==> src/rtl/mem_access_unit.sv <==
// -----------------------------------------------------------------------------
// mem_access_unit
//
// MEM-stage access controller for the pipelined MIPS core. It sits between the
// EX/MEM pipeline register and data_mem_64x32 (64 x 32-bit words, 256 bytes)
// and turns byte-addressed loads and stores into word-wide memory accesses.
//   - LB/LBU/LH/LHU/LW : one cycle; the lane is picked from mem_rd on the accept
//                        edge, then extended into the registered wb_data.
//   - SW               : one cycle; the word is written straight to memory.
//   - SB/SH            : two-cycle read-modify-write. Cycle A reads the word
//                        into merge_buf. Cycle B (RMW_WR) writes the merged word
//                        and holds upstream through stall.
// Byte order is big-endian: byte offset 0 is bits [31:24].
//
// Ports
//   clk, rst           clock; synchronous active-high reset
//   req_valid          EX/MEM holds a memory instruction
//   req_is_store       1 = store, 0 = load
//   req_size           00 byte, 01 half, 10 word, 11 illegal (faults)
//   req_unsigned       zero-extend loads (LBU/LHU)
//   req_addr           byte address
//   req_wdata          store data (low byte/half/word used)
//   req_rd_idx         destination register index
//   stall              upstream must hold its request (state RMW_WR only)
//   mem_addr           word index to memory
//   mem_wd             write word to memory
//   mem_rd             read word from memory (combinational from mem_addr)
//   mem_write          memory write enable
//   mem_read           memory read enable
//   wb_valid           registered: MEM/WB slot holds a completed instruction
//   wb_is_load         registered: wb_data must be written to wb_rd_idx
//   wb_data            registered: extended load data (0 for stores)
//   wb_rd_idx          registered: destination index
//   fault              registered one-cycle pulse on a bad access
//   fault_addr         registered: address of the last faulting request
// -----------------------------------------------------------------------------
module mem_access_unit (
  input  logic        clk,
  input  logic        rst,
  input  logic        req_valid,
  input  logic        req_is_store,
  input  logic [1:0]  req_size,
  input  logic        req_unsigned,
  input  logic [31:0] req_addr,
  input  logic [31:0] req_wdata,
  input  logic [4:0]  req_rd_idx,
  output logic        stall,
  output logic [5:0]  mem_addr,
  output logic [31:0] mem_wd,
  input  logic [31:0] mem_rd,
  output logic        mem_write,
  output logic        mem_read,
  output logic        wb_valid,
  output logic        wb_is_load,
  output logic [31:0] wb_data,
  output logic [4:0]  wb_rd_idx,
  output logic        fault,
  output logic [31:0] fault_addr
);

  typedef enum logic {
    ST_IDLE   = 1'b0,
    ST_RMW_WR = 1'b1
  } state_e;

  localparam logic [1:0] SIZE_BYTE = 2'b00;
  localparam logic [1:0] SIZE_HALF = 2'b01;
  localparam logic [1:0] SIZE_WORD = 2'b10;
  localparam logic [1:0] SIZE_ILL  = 2'b11;

  state_e state_q, state_d;

  // Registered MEM/WB and fault outputs.
  logic        wb_valid_q;
  logic        wb_is_load_q;
  logic [31:0] wb_data_q;
  logic [4:0]  wb_rd_idx_q;
  logic        fault_q;
  logic [31:0] fault_addr_q;

  // Sub-word store context captured in cycle A, consumed in cycle B.
  logic [31:0] merge_buf_q;
  logic [5:0]  lat_idx_q;
  logic [1:0]  lat_off_q;
  logic        lat_half_q;
  logic [15:0] lat_wdata_q;
  logic [4:0]  lat_rd_q;

  // ---------------------------------------------------------------------------
  // Request decode
  // ---------------------------------------------------------------------------
  logic accept;
  logic range_err;
  logic size_err;
  logic align_err;
  logic req_fault;
  logic req_ok;
  logic do_load;
  logic do_sw;
  logic do_sub;

  assign accept    = req_valid && (state_q == ST_IDLE) && !rst;
  assign range_err = |req_addr[31:8];
  assign size_err  = (req_size == SIZE_ILL);
  assign align_err = ((req_size == SIZE_HALF) && req_addr[0]) ||
                     ((req_size == SIZE_WORD) && (|req_addr[1:0]));
  assign req_fault = accept && (range_err || size_err || align_err);
  assign req_ok    = accept && !(range_err || size_err || align_err);
  assign do_load   = req_ok && !req_is_store;
  assign do_sw     = req_ok && req_is_store && (req_size == SIZE_WORD);
  // Size 11 has already been filtered out as a fault, so !size[1] is byte/half.
  assign do_sub    = req_ok && req_is_store && !req_size[1];

  // ---------------------------------------------------------------------------
  // Load lane selection and extension (big-endian lanes)
  // ---------------------------------------------------------------------------
  logic [7:0]  rd_byte [4];
  logic [7:0]  byte_sel;
  logic [15:0] half_sel;
  logic [31:0] load_ext;

  genvar gi;
  generate
    for (gi = 0; gi < 4; gi++) begin : g_rd_lane
      // Lane gi is byte offset gi, so offset 0 is the most significant byte.
      assign rd_byte[gi] = mem_rd[31-8*gi -: 8];
    end
  endgenerate

  assign byte_sel = rd_byte[req_addr[1:0]];
  assign half_sel = req_addr[1] ? mem_rd[15:0] : mem_rd[31:16];

  always_comb begin
    load_ext = mem_rd;
    case (req_size)
      SIZE_BYTE: load_ext = req_unsigned ? {24'h0, byte_sel}
                                         : {{24{byte_sel[7]}}, byte_sel};
      SIZE_HALF: load_ext = req_unsigned ? {16'h0, half_sel}
                                         : {{16{half_sel[15]}}, half_sel};
      default:   load_ext = mem_rd;
    endcase
  end

  // ---------------------------------------------------------------------------
  // Read-modify-write merge: replace the target lane(s) of merge_buf
  // ---------------------------------------------------------------------------
  logic [31:0] merge_word;

  generate
    for (gi = 0; gi < 4; gi++) begin : g_merge_lane
      localparam logic [1:0] LANE = 2'(gi);
      logic       lane_hit;
      logic [7:0] lane_new;
      // A half covers lanes {0,1} or {2,3}, selected by offset bit 1.
      assign lane_hit = lat_half_q ? (lat_off_q[1] == LANE[1])
                                   : (lat_off_q == LANE);
      // Within a half, the even lane carries the upper byte of the store data.
      assign lane_new = (lat_half_q && !LANE[0]) ? lat_wdata_q[15:8]
                                                 : lat_wdata_q[7:0];
      assign merge_word[31-8*gi -: 8] = lane_hit ? lane_new
                                                 : merge_buf_q[31-8*gi -: 8];
    end
  endgenerate

  // ---------------------------------------------------------------------------
  // FSM: state register
  // ---------------------------------------------------------------------------
  always_ff @(posedge clk) begin
    if (rst) begin
      state_q <= ST_IDLE;
    end else begin
      state_q <= state_d;
    end
  end

  // FSM: next state
  always_comb begin
    state_d = state_q;
    case (state_q)
      ST_IDLE:   if (do_sub) state_d = ST_RMW_WR;
      ST_RMW_WR: state_d = ST_IDLE;
      default:   state_d = ST_IDLE;
    endcase
  end

  // FSM: outputs
  always_comb begin
    stall     = 1'b0;
    mem_addr  = req_addr[7:2];
    mem_wd    = 32'h0;
    mem_write = 1'b0;
    mem_read  = 1'b0;
    case (state_q)
      ST_IDLE: begin
        // Accept terms already include !rst, so reset blocks both strobes.
        mem_read  = do_load || do_sub;
        mem_write = do_sw;
        if (do_sw) mem_wd = req_wdata;
      end
      ST_RMW_WR: begin
        stall     = 1'b1;
        mem_addr  = lat_idx_q;
        mem_wd    = merge_word;
        // Reset in cycle B abandons the write.
        mem_write = !rst;
      end
      default: begin
        stall = 1'b0;
      end
    endcase
  end

  // ---------------------------------------------------------------------------
  // Datapath registers: MEM/WB slot, fault reporting, RMW context
  // ---------------------------------------------------------------------------
  always_ff @(posedge clk) begin
    if (rst) begin
      wb_valid_q   <= 1'b0;
      wb_is_load_q <= 1'b0;
      wb_data_q    <= 32'h0;
      wb_rd_idx_q  <= 5'h0;
      fault_q      <= 1'b0;
      fault_addr_q <= 32'h0;
      merge_buf_q  <= 32'h0;
      lat_idx_q    <= 6'h0;
      lat_off_q    <= 2'h0;
      lat_half_q   <= 1'b0;
      lat_wdata_q  <= 16'h0;
      lat_rd_q     <= 5'h0;
    end else begin
      wb_valid_q <= 1'b0;
      fault_q    <= 1'b0;

      if (do_load) begin
        wb_valid_q   <= 1'b1;
        wb_is_load_q <= 1'b1;
        wb_data_q    <= load_ext;
        wb_rd_idx_q  <= req_rd_idx;
      end

      if (do_sw) begin
        wb_valid_q   <= 1'b1;
        wb_is_load_q <= 1'b0;
        wb_data_q    <= 32'h0;
        wb_rd_idx_q  <= req_rd_idx;
      end

      if (do_sub) begin
        merge_buf_q <= mem_rd;
        lat_idx_q   <= req_addr[7:2];
        lat_off_q   <= req_addr[1:0];
        lat_half_q  <= (req_size == SIZE_HALF);
        lat_wdata_q <= req_wdata[15:0];
        lat_rd_q    <= req_rd_idx;
      end

      if (req_fault) begin
        fault_q      <= 1'b1;
        fault_addr_q <= req_addr;
      end

      // Completion of the sub-word store at the edge ending cycle B.
      if (state_q == ST_RMW_WR) begin
        wb_valid_q   <= 1'b1;
        wb_is_load_q <= 1'b0;
        wb_data_q    <= 32'h0;
        wb_rd_idx_q  <= lat_rd_q;
      end
    end
  end

  assign wb_valid   = wb_valid_q;
  assign wb_is_load = wb_is_load_q;
  assign wb_data    = wb_data_q;
  assign wb_rd_idx  = wb_rd_idx_q;
  assign fault      = fault_q;
  assign fault_addr = fault_addr_q;

endmodule

==> config.mk <==
export PLATFORM = sky130hd
export DESIGN_NAME = mem_access_unit
export DESIGN_NICKNAME = d
export VERILOG_FILES = /design/src/rtl/mem_access_unit.sv
export SDC_FILE = /design/constraint.sdc
export NUM_CORES = 1
export LEC_CHECK = 0
export BUFFER_PORTS_ARGS = -buffer_cell sky130_fd_sc_hd__buf_2
export CAP_MARGIN = 20
export CORE_MARGIN = 3
export CORE_UTILIZATION = 35
export DETAILED_ROUTE_END_ITERATION = 8
export GPL_TIMING_DRIVEN = 0
export MAX_ROUTING_LAYER = met4
export PLACE_DENSITY_LB_ADDON = 0.05
export SKIP_CTS_REPAIR_TIMING = 1
export SLEW_MARGIN = 20
export SYNTH_ARGS = -nofsm -noshare
export SYNTH_HDL_FRONTEND = slang
export SYNTH_SLANG_ARGS = --single-unit
==> constraint.sdc <==
create_clock -name clk -period 2.55 [get_ports clk]
set_input_delay 0.1275 -clock clk [delete_from_list [all_inputs] [get_ports clk]]
set_output_delay 0.1275 -clock clk [all_outputs]
set_load 0.01 [all_outputs]
==> flow_metrics.py, run 1 <==
metrics = {
    "grt": {
        "grt_pass1_wl_mm": 33.2,
        "grt_max_degree": 17,
        "antenna_found_initial": 0,
        "track_usage_pct": 21.8,
        "grt-ovfl-total": 0,
        "grt_pass1_vias": 5965,
    },
    "worst_setup_path": {
        "crit_type": "reg2out",
        "worstReg2RegEnd": "wb_data[22]",
        "regToRegSetupSlack_ns": 0.45,
        "r2r-start": "state_q",
        "cp_max_fo": 10,
        "cp.required_ns": 2.42,
        "worstSetupEndpointType": "output port",
        "arrival_ns": 2.31,
        "startpoint_type": "flop",
        "r2r_cells": 6,
    },
    "place": {
        "io_buffer_count": 217,
        "dp.final_hpwl_mm": 16.8,
        "place_congestion": 0.858,
        "post_dp_cell_area_sq_mm": 0.00770,
    },
    "clocking": {
        "cts_max_path_buffers": 2,
        "ctsRootBufferMaster": "clkbuf_16",
        "clkTransAtPathRegs_ns": 0.06,
        "clock_latency_ns": 0.42,
        "cts_inserted_buffers": 17,
        "cts_tree": "yes",
        "cts_sinks": 135,
        "htree_levels": 4,
    },
    "route": {
        "drtIter0Drc": 291,
        "avgRoutedWirePerCell_um": 18.0,
        "antenna_left": 0,
        "drt-total-wl_mm": 21.9,
        "firstDrtPassIters": 5,
        "vias": 6199,
        "via_per_inst": 5.10,
        "drc": 0,
    },
    "sta": {
        "worstMarginPinSlew_ns": 0.921,
        "final.period_utilization_pct": 95.6,
        "hold_violations": 10,
        "maxSlewHeadroom_pct": 38.4,
        "setup_viol": 0,
        "skew_ns": 0.00844,
        "rsz0062_at_grt": "false",
        "period_needed_ns": 2.44,
        "holdWs_ns": -0.0355,
        "maxSlewViolCount": 0,
        "fmax_mhz": 410,
        "setup_tns_ns": 0,
    },
    "synth": {
        "async_flop_share_pct": 0,
        "yosys_warnings": 0,
        "synthCells": 699,
        "synth_edf_count": 0,
        "syn_area_sq_mm": 0.00633,
        "avgSynthCellArea_sq_um": 9.06,
        "ys.flop_type": "dfxtp_1",
        "ys_seq_elements": 135,
        "seq_area_frac_synth_pct": 42.7,
        "syn-num-nets": 807,
        "yosys.cell_types.count": 47,
    },
    "floorplanning": {
        "die_w_um": 140,
        "design.core.area_sq_mm": 0.0175,
        "io_pins": 221,
        "dieArea_sq_mm": 0.0197,
        "start_util_pct": 36.2,
        "rows": 48,
        "fp.dieH_um": 140,
    },
    "final_layout": {
        "finalNetCount": 1085,
        "post-route-cell-area_sq_mm": 0.00876,
        "syn_to_final_growth_pct": 38.3,
        "final_cell_mix": "buf_2, dfxtp_1, mux2i_1, nor2_1, nand2_1",
        "layout-drive-gt1-share_pct": 31.4,
        "nFillCells": 1696,
        "mostFrequentLayoutCell": "buf_2",
    },
    "pwr": {
        "power_frac_seq_pct": 41.7,
        "p_int_mw": 3.90,
        "p_leak_nw": 3.64,
        "p_total_mw": 5.14,
        "power_density_mw_per_mm2": 588,
        "p_comb_share_pct": 8.8,
        "power_frac_clock_pct": 49.6,
        "p_sw_share_pct": 24.1,
        "peakVddDrop_mv": 0.448,
        "p_sw_mw": 1.24,
    },
    "min_path": {
        "min_path_cells": 3,
        "min_from": "req_wdata[2]",
        "hp-class": "in2reg",
        "holdPathEnd": "lat_wdata_q[2]",
    },
    "outcome": {
        "violations": "negative hold slack",
        "status": "complete, but fails checks",
    },
    "run": {
        "drv_cap": 0,
    },
}
-- worst max-delay path by stage --
| stage | cells after the start | start | end |
|---|---|---|---|
| 3_5_place_dp | 8 | req_addr[13] | mem_wd[15] |
| 6_report | 7 | state_q | mem_wd[15] |
| 2_1_floorplan | 6 | state_q | wb_data[19] |
| 3_3_place_gp | 8 | req_addr[20] | mem_wd[15] |
| 4_1_cts | 7 | state_q | mem_wd[15] |
| 5_1_grt | 7 | state_q | mem_wd[12] |
-- power groups by stage --
stage	registers, mW	clock network, mW	logic [mW]
after floorplan	2.20	0	0.172
after global placement	2.19	0	0.391
after detailed placement	2.19	0	0.398
after CTS	2.14	2.58	0.399
after global routing	2.15	2.67	0.491
final	2.14	2.55	0.450
-- worst max-delay path: stages (launching register included) --
cell and delay [ns]:
dfxtp_1 0.31, clkbuf_2 0.19, nor3b_4 0.28, nand4_4 0.23
nor2_4 0.26, clkbuf_4 0.27, o2bb2ai_1 0.18, buf_2 0.18
-- registers in the layout (all words and copies together), names as in the netlist --
signal,cells
fault_addr,32
merge_buf_q,32
wb_data,32
lat_wdata_q,16
lat_idx_q,6
lat_rd_q,5
wb_rd_idx,5
lat_off_q,2
fault,1
lat_half_q,1
state_q,1
wb_is_load,1
wb_valid,1
-- Yosys cell counts (all sizes together) (2+ instances only) --
cell / number / area [sq um]
a211oi: 25 / 243
a21oi: 36 / 180
a221oi: 7 / 61.3
a22oi: 9 / 67.6
and4: 2 / 20.0
buf: 22 / 136
clkbuf: 32 / 120
dfxtp: 135 / 2700
inv: 4 / 15.0
mux2: 11 / 124
mux2i: 107 / 1070
nand2: 100 / 375
nand2b: 2 / 12.5
nand3b: 3 / 22.5
nand4: 2 / 27.5
nor2: 109 / 412
nor2b: 7 / 43.8
nor3: 3 / 15.0
nor3b: 3 / 27.5
nor4: 7 / 75.1
o21ai: 19 / 95.1
o22ai: 8 / 50.1
o2bb2ai: 32 / 280
o31ai: 2 / 20.0
-- per-stage QoR --
step | worst slack (ns) | util (%) | instances
after floorplan | 0.688 | - | 699
after global placement | 0.0312 | 44.1 | 1141
after detailed placement | 0.0111 | 44.1 | 1141
after CTS | -0.421 | 47.6 | 1173
after global routing | 0.00462 | 50.1 | 1215
final | 0.113 | 50.1 | 1216
-- metal layers --
metal,part of all wire [%],GRT usage [%]
met1,47,29.9
met2,46,33.1
met3,5.0,3.82
met4,1.7,6.53
met5,0,-
-- area by class of cell --
cell class | instances | area [sq um] | share of cell area, %
antenna | 1 | 2.50 | 0.0286
multi-input combinational | 506 | 3380 | 38.6
timing repair buffer | 259 | 1500 | 17.1
clock inverter | 9 | 114 | 1.30
tap | 225 | 282 | 3.22
clock buffer | 23 | 498 | 5.69
inverter | 4 | 15.0 | 0.171
buffer | 54 | 263 | 3.00
sequential | 135 | 2700 | 30.9
-- cell families (layout without fill, tap and decap cells) --
| logic type | after synthesis | in the layout | share of synthesized area (%) |
|---|---|---|---|
| and+or+nand+nor | 242 | 242 | 16.7 |
| xor gates and xnor gates | 1 | 1 | 0.138 |
| DFF | 135 | 135 | 42.7 |
| buffers and inverters | 58 | 349 | 4.29 |
| other | 0 | 1 | 0 |
| muxes | 119 | 119 | 19.2 |
| AOI/OAI and AO/OA | 144 | 144 | 17.0 |
(Power assumes the default switching activity.)
==> run 2: changes to the inputs <==
--- a/config.mk
+++ b/config.mk
@@ -5,6 +5,7 @@
 export SDC_FILE = /design/constraint.sdc
 export NUM_CORES = 1
 export LEC_CHECK = 0
+export ABC_AREA = 1
 export BUFFER_PORTS_ARGS = -buffer_cell sky130_fd_sc_hd__buf_2
 export CAP_MARGIN = 20
 export CORE_MARGIN = 3
==> run 2 against run 1 <==
  * The flow still finishes with violations (negative hold slack)
  * First-iteration DRC count grew 76%
  * Non-clock buffer count grew 2
  * Synthesized area increased by 7.9%
  * Register-to-register slack better by 0.18 ns
  * Via count rose by 23%
  * Critical endpoint is now mem_wd[27]
  * Highest routed layer unchanged
==> flow_metrics.py, run 2 <==
metrics = {
    "sta": {
        "holdWs_ns": -0.0336,
        "worst_slack_ns": 0.209,
        "rsz0062_at_grt": "false",
        "hold_violations": 21,
        "maxSlewViolCount": 0,
        "worstMarginPinSlew_ns": 0.587,
        "setup_tns_ns": 0,
        "skew_ns": 0.00794,
        "maxSlewHeadroom_pct": 60.9,
        "fmax_mhz": 427,
        "period_needed_ns": 2.34,
        "final.period_utilization_pct": 91.8,
        "setup_viol": 0,
    },
    "floorplanning": {
        "fp.dieH_um": 146,
        "die_w_um": 146,
        "rows": 50,
        "dieArea_sq_mm": 0.0212,
        "io_pins": 221,
        "start_util_pct": 36.0,
        "design.core.area_sq_mm": 0.0190,
    },
    "grt": {
        "grt_pass1_wl_mm": 38.3,
        "grt_pass1_vias": 6937,
        "grt_max_degree": 17,
        "grt-ovfl-total": 0,
        "track_usage_pct": 23.3,
        "antenna_found_initial": 0,
    },
    "route": {
        "avgRoutedWirePerCell_um": 15.1,
        "drt-total-wl_mm": 24.7,
        "antenna_left": 0,
        "firstDrtPassIters": 5,
        "vias": 7629,
        "drtIter0Drc": 512,
        "drc": 0,
        "via_per_inst": 4.67,
    },
    "synth": {
        "yosys_warnings": 0,
        "seq_area_frac_synth_pct": 39.6,
        "yosysTopAreaCellShare_pct": 39.6,
        "yosysTopAreaCell": "dfxtp_1",
        "yosysMostFrequentCell": "nand2_1",
        "yosys.cell_types.count": 28,
        "synthCells": 1095,
        "ys_seq_elements": 135,
        "synth_common_cells": "nand2_1, nor2_1, dfxtp_1, o21ai_0, inv_1",
        "avgSynthCellArea_sq_um": 6.24,
        "async_flop_share_pct": 0,
        "syn_area_sq_mm": 0.00683,
        "syn-num-nets": 1203,
        "ys.flop_type": "dfxtp_1",
        "ys_top_cells_by_area": "dfxtp_1, nand2_1, nor2_1",
        "synth_edf_count": 0,
    },
    "pwr": {
        "p_leak_nw": 4.80,
        "peakVddDrop_mv": 0.414,
        "power_density_mw_per_mm2": 579,
    },
    "final_layout": {
        "layout-drive-gt1-share_pct": 21.6,
        "final_cell_mix": "nand2_1, buf_2, nor2_1, dfxtp_1, o21ai_0",
        "mostFrequentLayoutCell": "nand2_1",
        "syn_to_final_growth_pct": 34.8,
        "n_antenna_cell": 0,
        "finalNetCount": 1470,
    },
    "min_path": {
        "min_from": "req_wdata[7]",
        "hp-class": "in2reg",
        "min_path_cells": 3,
    },
    "clocking": {
        "htree_levels": 4,
        "clkTransAtPathRegs_ns": 0.06,
        "cts_max_path_buffers": 2,
        "cts_tree": "yes",
        "cts_sinks": 135,
        "cts_inserted_buffers": 17,
        "ctsRootBufferMaster": "clkbuf_16",
        "clock_latency_ns": 0.42,
    },
    "run": {
        "drv_cap": 0,
    },
    "worst_setup_path": {
        "worstSetupEndpointType": "output port",
        "crit_type": "reg2out",
        "worstReg2RegEnd": "merge_buf_q[29]",
        "cp.depth": 7,
        "cp_cell_sequence": "nor2_1 > nand2_1 > nor2_8 > nand3_4 > buf_2 > o21ai_0 > buf_2",
        "arrival_ns": 2.21,
        "startpoint": "state_q",
        "cp_slowest_stage_delay_ns": 0.34,
        "r2r-start": "state_q",
        "crit_family": "simple AND/OR/NAND/NOR gates",
        "regToRegSetupSlack_ns": 0.63,
        "path_buf_inv": 2,
        "crit_path_top_delay_cell": "dfxtp_1",
        "cp.required_ns": 2.42,
        "path_common_cell": "buf_2",
        "cp_max_fo": 10,
        "startpoint_type": "flop",
        "r2r_cells": 8,
        "crit_path_end": "mem_wd[27]",
    },
    "place": {
        "dp.final_hpwl_mm": 19.2,
        "io_buffer_count": 218,
        "pre_cts_slack_ns": 0.243,
        "place_congestion": 0.930,
    },
    "outcome": {
        "status": "complete, but fails checks",
        "violations": "negative hold slack",
    },
}
run 2: worst min path at each step:
| stage | end | slack (ns) |
|---|---|---|
| after floorplan | wb_valid | 0.20 |
| after global placement | lat_wdata_q[9] | 0.37 |
| after detailed placement | lat_wdata_q[9] | 0.37 |
| after CTS | lat_wdata_q[10] | -0.07 |
| after global routing | lat_idx_q[2] | 0.002 |
| final | lat_wdata_q[7] | -0.03 |
run 2: cells by family after synthesis:
logic type | count (synthesis) | share of synthesized area (%)
compound gates | 210 | 15.7
buf+inv | 186 | 11.5
simple gates | 564 | 33.2
flops | 135 | 39.6
run 2: stage by stage:
stage | area, sq um | power [mW] | utilization [%] | instances
5_1_grt | 9210 | 5.54 | 48.6 | 1634
6_report | 9210 | 5.34 | 48.6 | 1634
4_1_cts | 8890 | 5.34 | 46.9 | 1604
3_3_place_gp | 8250 | 2.66 | 43.5 | 1573
2_1_floorplan | 6830 | 2.43 | - | 1095
3_5_place_dp | 8250 | 2.66 | 43.5 | 1573
run 2: area by class of cell:
cell class	count	area [sq um]
Fill cell	2070	9740
Clock buffer	20	467
Clock inverter	11	170
Sequential cell	135	2700
Tap cell	260	325
Buffer	66	340
Inverter	119	447
Timing Repair Buffer	249	1400
Multi-Input combinational cell	774	3360
run 2: worst min-delay path, stage by stage:
cell and delay, ns:
buf_2 0.09, nor2_1 0.04, nor2_1 0.08
run 2: routing by layer:
| metal | wire, um | up-vias | global-route usage [%] |
|---|---|---|---|
| li1 | - | 3964 | - |
| met1 | 12200 | 3346 | 32.2 |
| met2 | 10700 | 297 | 35.0 |
| met3 | 1540 | 22 | 4.86 |
| met4 | 285 | 0 | 5.51 |
| met5 | 0 | - | - |
run 2: where the power goes:
group	switching, mW	internal (mW)
clock network	0.970	1.71
registers	0.0158	2.14
logic	0.295	0.200
total	1.28	4.06
